### config.mk
export PLATFORM = sky130hd
export DESIGN_NAME = key_sw_conditioner
export DESIGN_NICKNAME = d
export VERILOG_FILES = /design/src/rtl/key_sw_conditioner.sv
export SDC_FILE = /design/constraint.sdc
export NUM_CORES = 1
export LEC_CHECK = 0
export ABC_CLOCK_PERIOD_IN_PS = 2300
export CORE_MARGIN = 8
export CORE_UTILIZATION = 57
export DETAILED_ROUTE_END_ITERATION = 10
export PLACE_DENSITY = 0.8
export SYNTH_ARGS = -nofsm -noshare
export SYNTH_HDL_FRONTEND = slang
export SYNTH_SLANG_ARGS = --single-unit
### constraint.sdc
create_clock -name clk_clk -period 2.3 [get_ports clk_clk]
set_clock_uncertainty 0.1 [all_clocks]
set_input_delay 0.345 -clock clk_clk [delete_from_list [all_inputs] [get_ports clk_clk]]
set_output_delay 0.345 -clock clk_clk [all_outputs]
set_load 0.02 [all_outputs]
### src/rtl/key_sw_conditioner.sv
// Conditions the DE-board push buttons and slide switches: 2-flop sync, per-bit
// debounce, per-key auto-repeat press pulses and a switch-change strobe.
module key_sw_conditioner #(
    parameter int DEBOUNCE_CYCLES = 1000000,
    parameter int REPEAT_DELAY    = 25000000,
    parameter int REPEAT_PERIOD   = 5000000
) (
    input  logic       clk_clk,
    input  logic       reset_reset_n,
    input  logic [3:0] key_raw,
    input  logic [9:0] sw_raw,
    output logic [3:0] key_0_conduit_end_export,
    output logic [9:0] sw_0_conduit_end_export,
    output logic [3:0] key_press,
    output logic       sw_change
);

    localparam int NB   = 14;
    localparam int NK   = 4;
    localparam int CW   = $clog2(DEBOUNCE_CYCLES);
    localparam int TMAX = (REPEAT_DELAY > REPEAT_PERIOD) ? REPEAT_DELAY : REPEAT_PERIOD;
    localparam int TW   = $clog2(TMAX);
    localparam logic [CW-1:0] CNT_LAST = CW'(DEBOUNCE_CYCLES - 1);
    localparam logic [TW-1:0] DLY_LAST = TW'(REPEAT_DELAY - 1);
    localparam logic [TW-1:0] PER_LAST = TW'(REPEAT_PERIOD - 1);
    // Keys idle high (active-low buttons), switches idle low.
    localparam logic [NB-1:0] RST_VAL  = {10'h000, 4'hF};

    typedef enum logic [1:0] {IDLE = 2'd0, DELAY = 2'd1, RPT = 2'd2} state_e;

    logic [NB-1:0] raw;
    logic [NB-1:0] meta_q, sync_q, stable_q, stable_d, upd;
    logic [CW-1:0] cnt_q [NB];
    logic [CW-1:0] cnt_d [NB];
    logic [9:0]    sw_prev_q;
    logic          sw_change_q, sw_change_d;
    logic [NK-1:0] key_fall;
    state_e        state_q [NK];
    state_e        state_d [NK];
    logic [TW-1:0] timer_q [NK];
    logic [TW-1:0] timer_d [NK];
    logic [NK-1:0] press_q, press_d;

    assign raw = {sw_raw, key_raw};

    always_comb begin
        upd = '0;
        for (int i = 0; i < NB; i++) begin
            cnt_d[i] = '0;
            if (sync_q[i] != stable_q[i]) begin
                if (cnt_q[i] == CNT_LAST) upd[i] = 1'b1;
                else                      cnt_d[i] = cnt_q[i] + 1'b1;
            end
        end
    end

    assign stable_d    = stable_q ^ upd;
    // A press is the debounced key flipping to 0 on this very edge.
    assign key_fall    = upd[NK-1:0] & ~sync_q[NK-1:0];
    assign sw_change_d = |(stable_q[NB-1:NK] ^ sw_prev_q);

    always_ff @(posedge clk_clk or negedge reset_reset_n) begin
        if (!reset_reset_n) begin
            meta_q      <= RST_VAL;
            sync_q      <= RST_VAL;
            stable_q    <= RST_VAL;
            sw_prev_q   <= '0;
            sw_change_q <= 1'b0;
            for (int i = 0; i < NB; i++) cnt_q[i] <= '0;
        end else begin
            meta_q      <= raw;
            sync_q      <= meta_q;
            stable_q    <= stable_d;
            sw_prev_q   <= stable_q[NB-1:NK];
            sw_change_q <= sw_change_d;
            for (int i = 0; i < NB; i++) cnt_q[i] <= cnt_d[i];
        end
    end

    always_ff @(posedge clk_clk or negedge reset_reset_n) begin
        if (!reset_reset_n) begin
            press_q <= '0;
            for (int i = 0; i < NK; i++) begin
                state_q[i] <= IDLE;
                timer_q[i] <= '0;
            end
        end else begin
            press_q <= press_d;
            for (int i = 0; i < NK; i++) begin
                state_q[i] <= state_d[i];
                timer_q[i] <= timer_d[i];
            end
        end
    end

    // Release (stable key back at 1) wins over a coincident timer expiry.
    always_comb begin
        for (int i = 0; i < NK; i++) begin
            state_d[i] = state_q[i];
            timer_d[i] = '0;
            case (state_q[i])
                IDLE: begin
                    if (key_fall[i]) state_d[i] = DELAY;
                end
                DELAY: begin
                    if (stable_q[i])                 state_d[i] = IDLE;
                    else if (timer_q[i] == DLY_LAST) state_d[i] = RPT;
                    else                             timer_d[i] = timer_q[i] + 1'b1;
                end
                RPT: begin
                    if (stable_q[i])                 state_d[i] = IDLE;
                    else if (timer_q[i] != PER_LAST) timer_d[i] = timer_q[i] + 1'b1;
                end
                default: state_d[i] = IDLE;
            endcase
        end
    end

    always_comb begin
        press_d = '0;
        for (int i = 0; i < NK; i++) begin
            case (state_q[i])
                IDLE:    press_d[i] = key_fall[i];
                DELAY:   press_d[i] = !stable_q[i] && (timer_q[i] == DLY_LAST);
                RPT:     press_d[i] = !stable_q[i] && (timer_q[i] == PER_LAST);
                default: press_d[i] = 1'b0;
            endcase
        end
    end

    assign key_0_conduit_end_export = stable_q[NK-1:0];
    assign sw_0_conduit_end_export  = stable_q[NB-1:NK];
    assign key_press                = press_q;
    assign sw_change                = sw_change_q;

endmodule

### Word level (Yosys, flattened, before mapping)

Index checks and enable logic that the tools add are counted.

| word-level totals | value |
|---|---|
| flip-flop bits (word level) | 445 |
| latch bits | 0 |
| RAM bits | 0 |
| ROM bits | 0 |
| input bits | 16 |
| memories | 0 |

| operators by class | value |
|---|---|
| $add $sub $neg | 18 |
| $mul | 0 |
| div/mod/pow operators | 0 |
| order comparisons | 0 |
| eq/ne operators | 60 |
| shift operators | 0 |
| muxes and demuxes | 100 |
| bitwise logic cells | 4 |
| reductions and logical operators | 21 |

Operators with widths:

| operator | number |
|---|---|
| $mux W20 | 28 |
| $mux W25 | 16 |
| $add A20 B1 Y20 const B | 14 |
| $eq A20 B20 Y1 const B | 14 |
| $pmux W25 S2 | 4 |
| $add A25 B1 Y25 const B | 4 |
| $eq A25 B23 Y1 const B | 4 |
| $eq A25 B25 Y1 const B | 4 |
| $ne A25 B23 Y1 const B | 4 |
| $mux W2 | 16 |
| $mux W1 | 28 |
| $pmux W2 S3 | 4 |
| $ne A2 B2 Y1 const B | 8 |
| $ne A1 B1 Y1 | 14 |
| $xor A14 B14 Y14 | 1 |
| $ne A3 B3 Y1 const B | 4 |
| $pmux W1 S3 | 4 |
| $reduce_and A3 Y1 | 4 |
| $reduce_or A10 Y1 | 1 |
| $xor A10 B10 Y10 | 1 |
| $eq A2 B1 Y1 const B | 4 |
| $eq A2 B2 Y1 const B | 4 |
| $logic_and A1 B1 Y1 | 8 |
| $logic_not A2 Y1 | 4 |
| 3 further kinds | 6 |

### Logic depth before layout (Yosys ltp)

Gate-level depths: netlist of run 1.

| logic depth | value |
|---|---|
| word-level depth | 6 |
| mapped depth | 8 |

### Least setup slack after synthesis of run 1

Ideal clock, no wire load.

| timing path | value |
|---|---|
| path kind | flip-flop to flip-flop |
| start | register cnt_q[252] (netlist name) |
| end | register state_q[5] (netlist name) |
| setup time | 0.065 ns |
| arrival time | 2.099 ns |
| slack | 0.036 ns |
| cell stages (with the launch flop) | 6 |
| period minus slack after synthesis | 2.264 ns |
| path through | dfrtp_1 > or4b_2 > or4_1 > o41ai_2 > mux2_2 > nand2_1 |

| between the ends | value |
|---|---|
| word-level cells in the longest chain between the ends | 6 |

Ends and longest elaborated chain:

| element | RTL line | RTL |
|---|---|---|
| start: declaration | 33 | `logic [CW-1:0] cnt_q [NB];` |
| $eq A20 B20 Y1 | 51 | `if (cnt_q[i] == CNT_LAST) upd[i] = 1'b1;` |
| $mux W1 | 51 |  |
| $mux W1 | 50 | `if (sync_q[i] != stable_q[i]) begin` |
| $and A4 B4 Y4 | 59 | `assign key_fall = upd[NK-1:0] & ~sync_q[NK-1:0];` |
| $ne A2 B2 Y1 (no line) | - |  |
| $reduce_and A3 Y1 (no line) | - |  |
| end signal: indexed assignment | 90 | `state_q[i] <= state_d[i];` |
| end: declaration | 38 | `state_e state_q [NK];` |

Every way passes these cells.
A chain may end at the register's enable or synchronous reset.

### Worst setup path after layout of run 1

| timing path | value |
|---|---|
| start | register cnt_q[210] (netlist name) |
| end | register state_q[1] (netlist name) |

The elaborated chain is that of the path after synthesis.

==> flow_metrics.py, run 1 <==
metrics = {
    "outcome": {
        "status": "complete, no violations",
    },
    "floorplanning": {
        "rows": 70,
        "core-area_um2": 36600,
        "start_util": 0.579,
        "ios": 35,
        "dieArea_um2": 43600,
        "fp.dieH_um": 209,
        "die_w_um": 209,
    },
    "placed_design": {
        "placed_area_um2": 22500,
        "dp_hpwl_um": 26600,
        "place.gp.congestion": 0.844,
        "post-place-ws_ns": -0.0353,
        "port_buffers": 34,
    },
    "timing": {
        "slew_viol_final": 0,
        "tightestPinTransition_ns": 0.725,
        "slew_headroom": 0.513,
        "min_period_over_period": 0.987,
        "rsz0062_at_grt": "yes",
        "finalSetupViolCount": 0,
        "period_minus_slack_ns": 2.27,
        "max_freq_ghz": 0.440,
        "finalWorstSetupSlack_ns": 0.0288,
        "finalHoldViolCount": 0,
    },
    "cells_and_area": {
        "final_cell_area_um2": 24300,
        "diodes": 0,
        "multi_input_area_um2": 9620,
        "drive_above_1_share": 0.0871,
        "seq_area_um2": 11200,
        "final_common_cell": "nor2_1",
        "fillCellCount": 2740,
        "finish.net_count": 2263,
        "syn_to_final_growth_pct": 14.5,
        "most-common-layout-cells": "nor2_1 (434), dfrtp_1 (433), xor2_1 (191)",
    },
    "yosys": {
        "syn_nets": 2171,
        "async_flop_share": 1.00,
        "ys.flop_type": "dfrtp_1",
        "avgSynthCellArea_um2": 9.99,
        "synth.area.top_cells": "dfrtp_1 (51%), xor2_1 (7.9%), nor2_1 (7.7%)",
        "synth.top_cell.area_share": 0.511,
        "ys_warn_count": 0,
        "ys_types": 56,
        "syn_inst": 2121,
        "synth.largest_area_cell": "dfrtp_1",
        "ys_seq_area_frac": 0.526,
        "synth_area_um2": 21200,
        "ys_seq_elements": 445,
        "synth_edf_count": 0,
    },
    "drt": {
        "firstDrtPassIters": 5,
        "first_iter_violations": 1008,
        "ant_nets": 0,
        "drt-vias-per-instance": 5.54,
        "post_drt_wl_per_cell_um": 14.9,
        "wl_um": 40400,
        "drc": 0,
        "via_count": 15100,
    },
    "pwr": {
        "p_per_area_nw_per_um2": 691,
        "vdd_drop_max_mv": 0.563,
        "leakagePower_uw": 0.0104,
    },
    "global_routing": {
        "grt_pass1_vias": 15500,
        "gr-total-overflow": 0,
        "grt_pass1_wl_um": 71800,
        "antenna_found_initial": 0,
        "grt_start_max_net_pins": 84,
        "track_usage": 0.189,
    },
    "worst_setup_path": {
        "crit_required_ns": 2.65,
        "critical_path.max_fanout": 3,
        "endpoint_kind": "register",
        "start_kind": "register",
        "crit_type": "register to register",
        "path_cells": "or4bb_1 > or4_4 > nor4b_4 > o32a_1 > o31ai_1",
        "crit_path_max_incr_delay_ns": 0.60,
        "critPathSlowestCell": "or4_4",
        "worstPathArrival_ns": 2.62,
    },
    "clocking": {
        "numCtsBuffers": 47,
        "cts.htree.levels": 2,
        "cts_buffer_depth": 3,
        "postCtsSetupBuffers": 0,
        "cts_tree": "built",
        "clock_sinks": 445,
        "clk_latency_ns": 0.57,
        "root_buffer": "clkbuf_16",
        "clkSlewWorstSetupHoldPaths_ns": 0.06,
    },
    "hold_path": {
        "hp-class": "input pin to register",
    },
    "run": {
        "drv_cap": 0,
    },
}
==> report_power, final <==
group / total, uW / switching, uW / internal (uW)
clock network: 8340 / 3110 / 5230
registers: 7990 / 73.5 / 7920
logic: 440 / 299 / 140
==> final cells by class <==
cell class                      count  share of cell area
Clock inverter                     20              0.0142
Inverter                           64             0.00990
Clock buffer                       67              0.0573
Sequential cell                   445               0.459
Timing Repair Buffer               96              0.0386
Tap cell                          468              0.0241
Multi-Input combinational cell   1559               0.396
==> logic make-up (layout without fill, tap and decap cells) <==
logic type | after synthesis | count (layout) | share of synthesized area
compound gates | 50 | 50 | 0.0160
fa+ha+maj | 34 | 34 | 0.0201
mux | 17 | 17 | 0.00897
simple gates | 1097 | 1097 | 0.257
xor+xnor | 361 | 361 | 0.149
flops | 445 | 445 | 0.526
buf+inv | 117 | 247 | 0.0226
==> synthesized netlist by cell type, drive strengths merged, types with 4 or more instances <==
cell type    n
nor2       435
dfrtp      433
xor2       191
xnor2      170
nand2      146
nand3      128
nand4       84
inv         64
and3        53
nor3        48
nor4        48
and4        42
clkbuf      35
ha          34
buf         18
o21ai       17
mux2        16
or2         16
or4         16
nor4b       14
and2        13
a21oi       12
dfstp       12
nor2b       10
or3         10
nand4b       7
nor4bb       7
nor3b        5
o31ai        5
nand2b       4
or4bb        4
==> per-stage QoR <==
| step | hold slack, ns | TNS (ns) | power (uW) | utilization | cells |
|---|---|---|---|---|---|
| after CTS | 0.0404 | -0.0384 | 17000 | 0.662 | 2719 |
| after global placement | 0.194 | 0 | 8560 | 0.613 | 2631 |
| after detailed placement | 0.200 | -0.0353 | 8590 | 0.613 | 2631 |
| final | 0.0755 | 0 | 16800 | 0.663 | 2719 |
| after floorplan | -0.0506 | 0 | 8310 | - | 2121 |
| after global routing | 0.0566 | -0.0621 | 17400 | 0.663 | 2719 |
==> routing by layer <==
layer / share of wire / vias up / GRT usage / routed length (um)
met5: 0 / - / 0 / 0
met4: 0.021 / 0 / 0.0622 / 847
met3: 0.036 / 73 / 0.0307 / 1450
met2: 0.49 / 247 / 0.317 / 19800
met1: 0.45 / 7366 / 0.249 / 18300
li1: - / 7364 / - / -
==> timing repair <==
item                                    CTS  global route
endpoints found under the setup margin    4            92
endpoints found under the hold margin    92             0
pin swaps                                 0             2
hold buffers                              1             0
resized for setup                         5            12
==> worst paths after layout <==
check / cells past startpoint / slack [ns] / from / to
max: 5 / 0.03 / cnt_q[210]$_DFF_PN0_ / state_q[1]$_DFFE_PN0P_
min reg2reg: 0 / 0.25 / meta_q[10]$_DFF_PN0_ / sync_q[10]$_DFF_PN0_
min: 1 / 0.08 / key_raw[2] / meta_q[2]$_DFF_PN1_
max in group asynchronous: 3 / 1.10 / reset_reset_n / meta_q[1]$_DFF_PN1_
max reg2reg: 5 / 0.03 / cnt_q[210]$_DFF_PN0_ / state_q[1]$_DFFE_PN0P_
min in group asynchronous: 2 / 0.20 / reset_reset_n / cnt_q[14]$_DFF_PN0_
==> worst max-delay path, delay by kind of cell, from the launching register on <==
kind	cells	cell delay (ns)
DFF	1	0.38
AOI/OAI and AO/OA	2	0.25
and+or+nand+nor	3	1.41
==> flip-flops by register name, indices dropped and copies added, names as in the netlist, named ones only <==
name / flops
cnt_q: 280
timer_q: 100
meta_q: 14
sync_q: 14
sw_prev_q: 10
state_q: 8
key_press: 4
sw_change: 1
(Power assumes the default switching activity.)
==> run 2, diff against run 1 <==
--- a/config.mk
+++ b/config.mk
@@ -5,11 +5,13 @@
 export SDC_FILE = /design/constraint.sdc
 export NUM_CORES = 1
 export LEC_CHECK = 0
+export ABC_AREA = 1
 export ABC_CLOCK_PERIOD_IN_PS = 2300
 export CORE_MARGIN = 8
-export CORE_UTILIZATION = 57
+export CORE_UTILIZATION = 58
 export DETAILED_ROUTE_END_ITERATION = 10
-export PLACE_DENSITY = 0.8
+export DONT_BUFFER_PORTS = 1
+export PLACE_DENSITY = 0.79
 export SYNTH_ARGS = -nofsm -noshare
 export SYNTH_HDL_FRONTEND = slang
 export SYNTH_SLANG_ARGS = --single-unit
==> constraint.sdc (replaced) <==
create_clock -name clk_clk -period 2.3 [get_ports clk_clk]
set_clock_uncertainty 0.1 [all_clocks]
set_input_delay 0.345 -clock clk_clk [delete_from_list [all_inputs] [get_ports clk_clk]]
set_output_delay 0.345 -clock clk_clk [all_outputs]
set_load 0.01 [all_outputs]
==> flow_metrics.py, run 2 <==
metrics = {
    "clocking": {
        "clkSlewWorstSetupHoldPaths_ns": 0.06,
        "clk_latency_ns": 0.57,
        "cts_tree": "built",
        "postCtsSetupBuffers": 0,
        "root_buffer": "clkbuf_16",
        "hold_buffers": 14,
        "cts.htree.levels": 2,
        "cts_buffer_depth": 3,
        "cts_resized": 0,
        "numCtsBuffers": 47,
        "clock_sinks": 445,
    },
    "worst_setup_path": {
        "endpoint_kind": "register",
        "r2r_slack_ns": 0.33,
        "reg2reg_depth": 8,
        "start_kind": "register",
        "crit_required_ns": 2.63,
        "critical_path.max_fanout": 25,
        "worstPathArrival_ns": 2.30,
        "crit_type": "register to register",
    },
    "yosys": {
        "ys_seq_area_frac": 0.482,
        "synthSimpleGateAreaFrac": 0.321,
        "synth_area_um2": 23200,
        "synth.area.top_cells": "dfrtp_1 (47%), nor2_1 (10%), nand2_1 (8.8%)",
        "synth.top_cell.area_share": 0.468,
        "syn_nets": 2962,
        "synth_top_family_by_area": "simple AND/OR/NAND/NOR gates",
        "synth_fa_ha_area_frac": 0.0184,
        "synth_compound_area_frac": 0.0388,
        "synth_edf_count": 0,
        "avgSynthCellArea_um2": 7.95,
        "synthTopCellsByCount": "nor2_1 (635), nand2_1 (541), dfrtp_1 (433)",
        "ys.flop_type": "dfrtp_1",
        "synth_mux_area_frac": 0.00243,
        "ys_types": 45,
        "syn_inst": 2912,
        "async_flop_share": 1.00,
        "synth_xor_area_frac": 0.0685,
        "synth_most_common_cell": "nor2_1",
        "ys_seq_elements": 445,
        "synth.largest_area_cell": "dfrtp_1",
        "ys_warn_count": 0,
    },
    "floorplanning": {
        "die_w_um": 216,
        "start_util": 0.585,
        "rows": 73,
        "ios": 35,
        "core-area_um2": 39500,
        "dieArea_um2": 46600,
        "fp.dieH_um": 216,
    },
    "timing": {
        "max_freq_ghz": 0.508,
        "slew_headroom": 0.0621,
        "fin_tns_setup_ns": 0,
        "hold_slack_ns": -0.614,
        "period_minus_slack_ns": 1.97,
        "min_period_over_period": 0.855,
        "finalSetupViolCount": 0,
        "tightestPinTransition_ns": 1.41,
        "finalHoldViolCount": 435,
        "rsz0062_at_grt": "no",
        "slew_viol_final": 0,
    },
    "pwr": {
        "power_frac_comb": 0.017,
        "power.share.sequential": 0.515,
        "clkPwrFrac": 0.468,
        "vdd_drop_max_mv": 0.672,
        "switching_share": 0.208,
        "p_sw_uw": 3230,
        "p_int_uw": 12300,
        "p_per_area_nw_per_um2": 612,
        "leakagePower_uw": 0.0111,
    },
    "global_routing": {
        "gr-total-overflow": 0,
        "grt_start_max_net_pins": 446,
        "antenna_found_initial": 0,
        "grt_pass1_wl_um": 79600,
        "grt_pass1_vias": 18100,
        "track_usage": 0.195,
    },
    "drt": {
        "drt-vias-per-instance": 5.22,
        "ant_nets": 0,
        "firstDrtPassIters": 6,
        "post_drt_wl_per_cell_um": 12.7,
        "first_iter_violations": 1289,
        "drc": 0,
        "wl_um": 44900,
        "via_count": 18400,
    },
    "hold_path": {
        "hp-class": "input pin to async pin",
    },
    "cells_and_area": {
        "regMostFlops": "cnt_q",
        "fillCellCount": 3248,
        "fin_cells": 3525,
        "largest_reg_flops": 280,
        "finish.utilization": 0.641,
        "final_common_cell": "nor2_1",
        "drive_above_1_share": 0.0623,
        "reg_top3": "cnt_q (280), timer_q (100)",
        "finish.net_count": 3016,
        "syn_to_final_growth_pct": 9.46,
        "most-common-layout-cells": "nor2_1 (635), nand2_1 (541), dfrtp_1 (433)",
        "diodes": 0,
    },
    "placed_design": {
        "placed_cells": 3428,
        "dp_hpwl_um": 31200,
        "port_buffers": 0,
        "place.gp.congestion": 0.909,
    },
    "outcome": {
        "violations": "hold timing",
        "status": "finished, violations left",
    },
    "run": {
        "drv_cap": 0,
    },
}
## run 2: worst max-delay path, cell delays in order (launching register included)
cell     delay (ns)
dfrtp_1        0.43
ha_1           0.24
nand3_2        0.15
nor3_2         0.21
nand3_1        0.17
nand2_2        0.12
nand2_2        0.08
nand2_4        0.23
nor2_1         0.09
## run 2: power by group through the flow
stage                     Combinational (uW)  Clock [uW]  Sequential [uW]
after global placement                   235           0             8120
after CTS                                270        7470             7980
after detailed placement                 247           0             8120
after global routing                     311        7720             7990
after floorplan                          193           0             8110
final                                    267        7250             7980
## run 2: worst paths after layout
path,endpoint,start
worst max register to register,timer_q[99]$_DFF_PN0_,timer_q[75]$_DFF_PN0_
max in group asynchronous,cnt_q[116]$_DFF_PN0_,reset_reset_n
min in group clk_clk,meta_q[0]$_DFF_PN1_,key_raw[0]
worst min register to register,sync_q[1]$_DFF_PN1_,meta_q[1]$_DFF_PN1_
worst min-delay path,timer_q[70]$_DFF_PN0_,reset_reset_n
worst max-delay path,timer_q[99]$_DFF_PN0_,timer_q[75]$_DFF_PN0_
## run 2: kinds of logic (layout without fill, tap and decap cells)
group,after synthesis,after routing
AOI/OAI and AO/OA,167,167
xor gates and xnor gates,181,181
adders and majority gates,34,34
buffers and inverters,406,494
DFF,445,445
muxes,5,5
and+or+nand+nor,1674,1674
## run 2: layout make-up
class                      count  area, um^2  area share
tap                          525         657      0.0259
multi-input combinational   2061       10400       0.410
inverter                     390        1460      0.0578
sequential                   445       11200       0.440
clock buffer                  75        1430      0.0566
timing repair buffer          21         193     0.00760
clock inverter                 8        43.8     0.00173
## run 2: stage by stage
stage / worst slack, ns / total power, uW / cell area (um^2)
after global placement: 0.471 / 8350 / 23700
after detailed placement: 0.375 / 8370 / 23700
after global routing: 0.143 / 16000 / 25300
final: 0.333 / 15500 / 25300
after CTS: 0.343 / 15700 / 25300
after floorplan: 0.634 / 8300 / 23200
## run 2: metal layers
metal / global-route usage / share of wire
met3: 0.0297 / 0.041
met1: 0.256 / 0.47
met2: 0.329 / 0.47
met4: 0.0608 / 0.022
met5: 0 / 0
==> run 3, diff against run 2 <==
--- a/config.mk
+++ b/config.mk
@@ -11,6 +11,7 @@
 export CORE_UTILIZATION = 58
 export DETAILED_ROUTE_END_ITERATION = 10
 export DONT_BUFFER_PORTS = 1
+export HOLD_SLACK_MARGIN = 0.12
 export PLACE_DENSITY = 0.79
 export SYNTH_ARGS = -nofsm -noshare
 export SYNTH_HDL_FRONTEND = slang
==> results of run 3 <==
Final layout, timing and power as in run 2 (identical DEF).
